### config.mk
export PLATFORM = sky130hd
export DESIGN_NAME = matrix_scan_driver
export DESIGN_NICKNAME = d
export VERILOG_FILES = /design/src/rtl/matrix_scan_driver.sv
export SDC_FILE = /design/constraint.sdc
export NUM_CORES = 1
export LEC_CHECK = 0
export BUFFER_PORTS_ARGS = -buffer_cell sky130_fd_sc_hd__buf_2
export CAP_MARGIN = 30
export CORE_ASPECT_RATIO = 0.75
export CORE_UTILIZATION = 58
export CTS_CLUSTER_SIZE = 14
export DETAILED_ROUTE_END_ITERATION = 12
export GPL_TIMING_DRIVEN = 0
export PLACE_DENSITY = 0.75
export SLEW_MARGIN = 40
export SYNTH_ARGS = -nofsm -noshare
export SYNTH_HDL_FRONTEND = slang
export SYNTH_SLANG_ARGS = --single-unit
### constraint.sdc
create_clock -name clk -period 6.7 [get_ports clk]
set_input_delay 1.34 -clock clk [delete_from_list [all_inputs] [get_ports clk]]
set_output_delay 1.34 -clock clk [all_outputs]
set_load 0.02 [all_outputs]
### src/rtl/matrix_scan_driver.sv
// Double-buffered LED-matrix scan driver: serialises each row into a 74HC595-style register, latches it, then lights the row.
// Define MATRIX_SCAN_BRIGHTNESS_EN to add a 4-bit brightness input that trims the lit part of each HOLD.
module matrix_scan_driver #(
  parameter int ROWS     = 8,
  parameter int COLS     = 8,
  parameter int CLK_DIV  = 4,
  parameter int ROW_HOLD = 1024
) (
  input  logic                     clk,
  input  logic                     reset,
  input  logic [ROWS*COLS-1:0]     frame,
  input  logic                     frame_valid,
  input  logic                     blank,
`ifdef MATRIX_SCAN_BRIGHTNESS_EN
  input  logic [3:0]               brightness,
`endif
  output logic [ROWS-1:0]          rows_out,
  output logic                     shcp,
  output logic                     stcp,
  output logic                     mr,
  output logic                     oe,
  output logic                     ds,
  output logic [$clog2(ROWS)-1:0]  row_idx,
  output logic                     frame_start
);

  localparam int RW      = $clog2(ROWS);
  localparam int CLW     = (COLS > 1) ? $clog2(COLS) : 1;
  localparam int CNT_MAX = (ROW_HOLD > 2 * CLK_DIV) ? ROW_HOLD : 2 * CLK_DIV;
  localparam int CW      = $clog2(CNT_MAX + 1);

  localparam logic [CW-1:0]   DIV_C    = CW'(CLK_DIV);
  localparam logic [CW-1:0]   DIV_M1   = CW'(CLK_DIV - 1);
  localparam logic [CW-1:0]   DIV2_M1  = CW'(2 * CLK_DIV - 1);
  localparam logic [CW-1:0]   HOLD_M1  = CW'(ROW_HOLD - 1);
  localparam logic [RW-1:0]   ROW_LAST = RW'(ROWS - 1);
  localparam logic [CLW-1:0]  COL_LAST = CLW'(COLS - 1);
  localparam logic [ROWS-1:0] ROW_ONE  = ROWS'(1);

  typedef enum logic [1:0] {S_CLEAR, S_SHIFT, S_LATCH, S_HOLD} state_t;

  state_t               state_reg;
  logic [CW-1:0]        cnt_reg;
  logic [CLW-1:0]       col_reg;
  logic [CW-1:0]        duty_reg;
  logic [ROWS*COLS-1:0] shadow_reg;
  logic [ROWS*COLS-1:0] active_reg;

  logic [ROWS*COLS-1:0] reload_frame;
  logic [COLS-1:0]      active_row [ROWS];
  logic [COLS-1:0]      reload_row [ROWS];
  logic                 wrap;
  logic [RW-1:0]        next_row;
  logic [COLS-1:0]      next_bits;
  logic [COLS-1:0]      cur_bits;
  logic [ROWS-1:0]      row_onehot;
  logic [CW-1:0]        duty_next;

  // A strobe landing on the reload edge bypasses the shadow so it is shown at once.
  assign reload_frame = frame_valid ? frame : shadow_reg;

  for (genvar gi = 0; gi < ROWS; gi++) begin : g_row
    assign active_row[gi] = active_reg[gi*COLS +: COLS];
    assign reload_row[gi] = reload_frame[gi*COLS +: COLS];
  end

  always_comb begin
    wrap       = (state_reg == S_CLEAR) || (row_idx == ROW_LAST);
    next_row   = wrap ? '0 : row_idx + 1'b1;
    next_bits  = wrap ? reload_row[next_row] : active_row[next_row];
    cur_bits   = active_row[row_idx];
    row_onehot = ROW_ONE << row_idx;
`ifdef MATRIX_SCAN_BRIGHTNESS_EN
    duty_next  = CW'(((32'(brightness) + 32'd1) * ROW_HOLD) / 16);
`else
    duty_next  = CW'(ROW_HOLD);
`endif
  end

  always_ff @(posedge clk or posedge reset) begin
    if (reset) begin
      state_reg   <= S_CLEAR;
      cnt_reg     <= '0;
      col_reg     <= '0;
      duty_reg    <= '0;
      shadow_reg  <= '0;
      active_reg  <= '0;
      rows_out    <= '0;
      shcp        <= 1'b0;
      stcp        <= 1'b0;
      mr          <= 1'b0;
      oe          <= 1'b1;
      ds          <= 1'b0;
      row_idx     <= '0;
      frame_start <= 1'b0;
    end else begin
      frame_start <= 1'b0;
      if (frame_valid) shadow_reg <= frame;

      case (state_reg)
        S_CLEAR: begin
          if (cnt_reg == DIV_C) begin
            mr          <= 1'b1;
            row_idx     <= '0;
            active_reg  <= reload_frame;
            frame_start <= 1'b1;
            state_reg   <= S_SHIFT;
            cnt_reg     <= '0;
            col_reg     <= COL_LAST;
            ds          <= next_bits[COLS-1];
            shcp        <= 1'b0;
          end else begin
            cnt_reg <= cnt_reg + 1'b1;
          end
        end

        // Each bit: CLK_DIV cycles with shcp low, then CLK_DIV high; ds only moves on the falling side.
        S_SHIFT: begin
          if (cnt_reg == DIV2_M1) begin
            cnt_reg <= '0;
            shcp    <= 1'b0;
            if (col_reg == '0) begin
              state_reg <= S_LATCH;
              stcp      <= 1'b1;
            end else begin
              col_reg <= col_reg - 1'b1;
              ds      <= cur_bits[col_reg - 1'b1];
            end
          end else begin
            cnt_reg <= cnt_reg + 1'b1;
            if (cnt_reg == DIV_M1) shcp <= 1'b1;
          end
        end

        S_LATCH: begin
          if (cnt_reg == DIV_M1) begin
            state_reg <= S_HOLD;
            cnt_reg   <= '0;
            stcp      <= 1'b0;
            duty_reg  <= duty_next;
            if (!blank && (duty_next != '0)) begin
              rows_out <= row_onehot;
              oe       <= 1'b0;
            end
          end else begin
            cnt_reg <= cnt_reg + 1'b1;
          end
        end

        S_HOLD: begin
          if (cnt_reg == HOLD_M1) begin
            rows_out  <= '0;
            oe        <= 1'b1;
            row_idx   <= next_row;
            state_reg <= S_SHIFT;
            cnt_reg   <= '0;
            col_reg   <= COL_LAST;
            ds        <= next_bits[COLS-1];
            if (wrap) begin
              active_reg  <= reload_frame;
              frame_start <= 1'b1;
            end
          end else begin
            cnt_reg <= cnt_reg + 1'b1;
            // Outputs describe the next HOLD cycle, hence cnt+1 against the duty length.
            if (!blank && ((cnt_reg + 1'b1) < duty_reg)) begin
              rows_out <= row_onehot;
              oe       <= 1'b0;
            end else begin
              rows_out <= '0;
              oe       <= 1'b1;
            end
          end
        end

        default: state_reg <= S_CLEAR;
      endcase
    end
  end

endmodule

==> results of run 1 <==
[metrics by stage]
| stage | utilization (%) | cells | TNS, ps | hold WS, ps | worst slack (ps) |
|---|---|---|---|---|---|
| final | 70.30 | 788 | 0 | 459.8 | 3410 |
| after global routing | 70.30 | 788 | 0 | 476.4 | 3240 |
| after CTS | 70.27 | 788 | 0 | 464.0 | 3491 |
| after detailed placement | 65.70 | 756 | 0 | 449.9 | 3405 |
| after global placement | 65.20 | 754 | -84280 | 439.1 | -538.0 |
| after floorplan | - | 505 | 0 | 428.1 | 985.0 |
[synth_stat cells (3+ instances only)]
cell and instances:
dfrtp_1 161, mux2_2 72, mux2_4 60, nor2_1 24, nand2_1 17, ha_1 16, mux4_2 16, clkbuf_1 14
inv_1 11, a21oi_1 8, mux2i_1 8, xnor2_1 8, a32o_1 7, buf_6 6, nand3_1 6, and2_1 4
buf_2 4, nor2b_1 4, o21ai_0 4, a211oi_1 3, a22o_1 3, nor3_1 3, nor4_1 3, o22ai_1 3
[worst max path at each step]
stage	cells after the start	endpoint
floorplan	1	active_reg[0]
finish	8	ds
detailed placement	4	active_reg[46]
global placement	2	shadow_reg[44]
CTS	8	ds
global route	8	ds
[kinds of logic (layout without fill, tap and decap cells)]
group                    count (synthesis)  in the layout  share of synthesized area (%)
flip-flops                             162            162                          54.38
adder cells (fa/ha/maj)                 16             16                          2.685
buffers and inverters                   38            155                          2.634
AND/OR/NAND/NOR                         76             76                          5.218
multiplexers                           156            156                          28.86
XOR/XNOR                                10             10                          1.175
AO/OA/AOI/OAI                           47             47                          5.051
[per-layer routing]
layer	up-vias	GRT usage (%)	wire length, µm
met2	161	39.67	7128
met3	22	4.848	985
met4	0	8.223	215
li1	2044	-	-
met5	-	0	0
met1	2340	37.38	7265
[layout make-up]
class / count / area, µm²
plain buffers: 26 / 151.4
clock buffers: 21 / 460.4
clock inverters: 11 / 105.1
fillers: 869 / 3681
inverters: 12 / 52.55
multi-input cells: 305 / 3209
flip-flops and latches: 162 / 4055
well taps: 166 / 207.7
repair buffers: 85 / 470.5
[layout by cell type (no fill, tap or decap), types with 4 or more instances in the layout]
cell,count
mux2i_1,7
buf_2,87
dfrtp_1,161
clkbuf_1,16
nand3_1,6
nor2b_1,4
inv_1,10
a21oi_1,8
clkinvlp_4,4
o21ai_0,4
buf_6,6
mux2_4,60
ha_1,16
a32o_1,7
clkbuf_16,17
nand2_1,17
mux4_2,16
mux2_2,72
and2_1,4
xnor2_1,8
nor2_1,24
[power by group]
part	switching (mW)	internal, mW	total, mW	leakage (nW)
clock network	0.388	0.532	0.920	0.266
registers	0.0374	1.06	1.09	1.94
logic	0.0790	0.118	0.197	1.87
[worst max-delay path: stages, from the launching register on]
cell	delay, ps
dfrtp_1	390
clkbuf_1	430
buf_1	510
inv_2	240
ha_1	470
mux4_2	340
a2111oi_0	440
o31a_1	200
a31oi_1	110
==> metrics.txt, run 1 <==
Tot Pwr 2.211 mW; CP Capture Type register; clock net sink count 162; total die area 13320 µm²; Post-route DRC 0; Syn. warnings 0; RR Endpoint ds; asr flop ratio synth 100.0%; critical path class register to register; number of global-route vias before repair 4621; vias per cell 5.796; DR iter-0 viols 291; final setup violating endpoints 0; io pins 85; Routed WL 15600 µm; Tmin final 3290 ps; CP arrival 3570 ps; first-pass GRT wire length 25640 µm; Avg Cell Area, Syn 14.77 µm²; final hold vios 0; flops & latches, synth 162; reg2reg start row_idx[2]; Initial Utilization 60.17%; nets 693; largest net degree at the start of global routing 68; Core Rows 35; R2R depth 8; clock skew 7.618 ps; Fmax 303.9 MHz; initial antenna violation count 0; Post-DRT Antenna Nets 0; power density over the cells 253.8 nW/µm²; gr ovfl total 0; clock-pin slew on the worst setup and hold paths 60 ps; share of the synthesized area in the top cell type 54.03%; Yosys top cell by area dfrtp_1; P_leak 4.074 nW; Synth Flop Type dfrtp_1; Global Route Usage Sum 25.78%; library cells used by synthesis 56; maxcap violations 0; CTS Buf Count 17; RSZ-0062 raised after global routing no; H-tree depth 4; actual slew at the worst max-slew pin 798.3 ps; PostCTS Resize Cnt 0; Slew Limit Fails 0; CTS tree built; Clk Tree Root Cell clkbuf_16; Core Area 12390 µm²; period utilization 49.11%; Setup crit start kind register; Post-DP HPWL 11150 µm; drt wl/cell 19.79 µm; Post-synth EDFFs 0; Layout area overhead 16.83%; CP required 6980 ps; Synth Instances 505; RD Place Congestion 0.8627; Die Ht 100.2 µm; Hold Path End oe; worst min path class register to register; CP startpoint row_idx[2]; FF-to-FF setup slack 3410 ps; status completed; n_diodes 0; Max VDD drop 0.1885 mV; Worst Hold Launch oe; first-pass iteration count of the detailed router 4; Area contributors post-synth dfrtp_1 (54%), mux2_4 (12%), mux2_2 (11%); # Post-CTS Setup Buffers 0; Worst slew margin 46.78%; worst skew pair latency 420 ps; placed inst area 8143 µm²; layout cells sized above 1 46.14%; hold_buf cts 0; crit path max fanout 10; CTS max path bufs 2; DIE WIDTH 132.9 µm; Seq/Total Area, Yosys 54.38%; Syn Nets 589; Post-Syn Area 7457 µm²; PortBufs 83; fin area 8712 µm²; DR vias 4567; Hold Path Stages 2
Note: power is estimated with default switching activity, not from simulation.
==> inputs of run 2 (changes only) <==
--- a/config.mk
+++ b/config.mk
@@ -8,11 +8,11 @@
 export BUFFER_PORTS_ARGS = -buffer_cell sky130_fd_sc_hd__buf_2
 export CAP_MARGIN = 30
 export CORE_ASPECT_RATIO = 0.75
-export CORE_UTILIZATION = 58
+export CORE_UTILIZATION = 53
 export CTS_CLUSTER_SIZE = 14
 export DETAILED_ROUTE_END_ITERATION = 12
 export GPL_TIMING_DRIVEN = 0
-export PLACE_DENSITY = 0.75
+export PLACE_DENSITY = 0.72
 export SLEW_MARGIN = 40
 export SYNTH_ARGS = -nofsm -noshare
 export SYNTH_HDL_FRONTEND = slang
==> constraint.sdc (replaced) <==
create_clock -name clk -period 2.7 [get_ports clk]
set_input_delay 0.54 -clock clk [delete_from_list [all_inputs] [get_ports clk]]
set_output_delay 0.54 -clock clk [all_outputs]
set_load 0.02 [all_outputs]
==> run 2 against run 1 <==
Effect of this change:
- critical path depth down 1
- global-route usage shrank 1.5 points
- die area increased by 9.3%
- count of clock-buffer cells in the layout rose by 8
- core utilization is 5.1 points lower
- wire length up 2.4%
- clock power rose to 2.6 times the previous value
- cell area is 2.5% higher
- non-clock buffer count grew 7
- first-iteration DRC count fell by 5.5%
- fmax rose by 30%
- critical path type unchanged
==> metrics.txt, run 2 (synthesized netlist as in run 1, its figures left out) <==
status completed; area of the multi-input gates 3226 µm²; Die Ht 104.7 µm; Slew Limit Fails 0; DR iter-0 viols 275; clock-pin slew on the worst setup and hold paths 60 ps; CP arrival 2850 ps; final hold vios 0; H-tree depth 4; Largest stage delay, worst path 440 ps; PortBufs 83; Fmax 394.2 MHz; power density over the cells 632.3 nW/µm²; setup tns final 0 ps; number of global-route vias before repair 4695; first-pass GRT wire length 26240 µm; worst path bufs/invs 3; DR vias 4480; Sw Pwr 1.219 mW; Max VDD drop 0.4492 mV; drt wl/cell 19.87 µm; CTS tree built; vias per cell 5.572; final setup violating endpoints 0; sequential power share 48.1%; Worst slew margin 46.57%; most frequent cells in the layout dfrtp_1 (159), buf_2 (87), mux2_2 (72), mux2_4 (60), nor2_1 (24); RD Place Congestion 0.8211; Register Area 4058 µm²; crit path max fanout 10; Crit-path slowest cell o21ai_4; period utilization 93.94%; Core Area 13700 µm²; CTS Buf Count 17; first-pass iteration count of the detailed router 8; WHS 87.73 ps; total die area 14550 µm²; Global Route Usage Sum 24.31%; Tmin final 2536 ps; maxcap violations 0; gr ovfl total 0; Pint 4.426 mW; CP Capture Type register; Clk Tree Root Cell clkbuf_16; Initial Utilization 54.42%; critical path class register to register; Routed WL 15980 µm; power share of the combinational group 9.2%; RSZ-0062 raised after global routing no; Setup crit start kind register; CP required 3010 ps; nets 700; Final Util 65.16%; io pins 85; n_diodes 0; layout cells sized above 1 47.85%; # fillers 1005; Clock power frac 42.7%; Post-route DRC 0; Post-DRT Antenna Nets 0; CTS max path bufs 2; Post-DP HPWL 11320 µm; Top delay family on crit path buffers and inverters; Tot Pwr 5.645 mW; largest net degree at the start of global routing 27; clock skew 7.051 ps; crit-path cells inv_1 -> ha_1 -> clkbuf_1 -> nor2_1 -> o21ai_4 -> buf_6 -> mux2_4; P_leak 4.188 nW; Layout area overhead 19.73%; sw frac 21.60%; clock net sink count 162; DIE WIDTH 139.0 µm; initial antenna violation count 0; most common cell after layout, fill and taps aside dfrtp_1; worst min path class input port to async pin; worst skew pair latency 430 ps; Core Rows 37; actual slew at the worst max-slew pin 801.5 ps
==> run 2: changes by cell type in the layout (fill, tap and decap cells not counted), sizes merged <==
cell,delta
buf,+7
clkinvlp,-3
inv,-2
clkinv,-3
clkbuf,+8
==> run 2: power by group through the flow <==
stage	Clock, mW	Combinational (mW)	Sequential [mW]
final	2.41	0.518	2.72
after global routing	2.55	0.565	2.73
after CTS	2.45	0.526	2.71
after detailed placement	0	0.517	2.75
after global placement	0	0.466	2.74
after floorplan	0	0.355	2.72
==> run 2: cell type report <==
type,instances,area share (%)
Buffer,25,1.724
Clock buffer,29,6.278
Multi-Input combinational cell,305,36.13
Inverter,12,0.5465
Tap cell,175,2.452
Sequential cell,162,45.45
Timing Repair Buffer,93,6.979
Clock inverter,3,0.4484
==> run 2: worst reg2reg max path, cell delays in order, from the launching register on <==
cell      delay (ps)
dfrtp_1          420
inv_1            140
ha_1             260
clkbuf_1         410
nor2_1           150
o21ai_4          440
buf_6            280
mux2_4           320
==> run 2: repair_timing <==
| item | in CTS | in global routing |
|---|---|---|
| pin swaps | 1 | 0 |
| setup buffers | 1 | 2 |
| endpoints found under the setup margin | 1 | 1 |
| gates resized for setup | 8 | 4 |
| hold endpoints to repair | 0 | 0 |
| hold buffers | 0 | 0 |
==> run 2: routing by layer <==
layer  vias up  wire length [µm]  GRT usage, %
li1       2050                 -             -
met2       117              7299         36.44
met4         0               182         7.460
met1      2298              7869         35.33
met3        15               625         5.545
met5         -                 0             0
==> run 2: through the flow <==
step	setup slack, ps	cells	cell area (µm²)
finish	163.5	804	8929
CTS	16.95	802	8907
global route	10.08	804	8929
detailed placement	-431.6	770	8280
global placement	-752.7	763	8095
floorplan	19.49	505	7461
==> run 2: path summary, 6_finish.rpt <==
kind / depth (start not counted) / from / to / slack [ps]
min in group clk: 2 / frame[46] / shadow_reg[46] / 360
min reg2reg: 1 / mr / mr / 470
min: 2 / reset / shadow_reg[10] / 90
max: 7 / state_reg[0] / active_reg[29] / 160
max reg2reg: 7 / state_reg[0] / active_reg[29] / 160
max in group asynchronous: 6 / reset / active_reg[54] / 1610
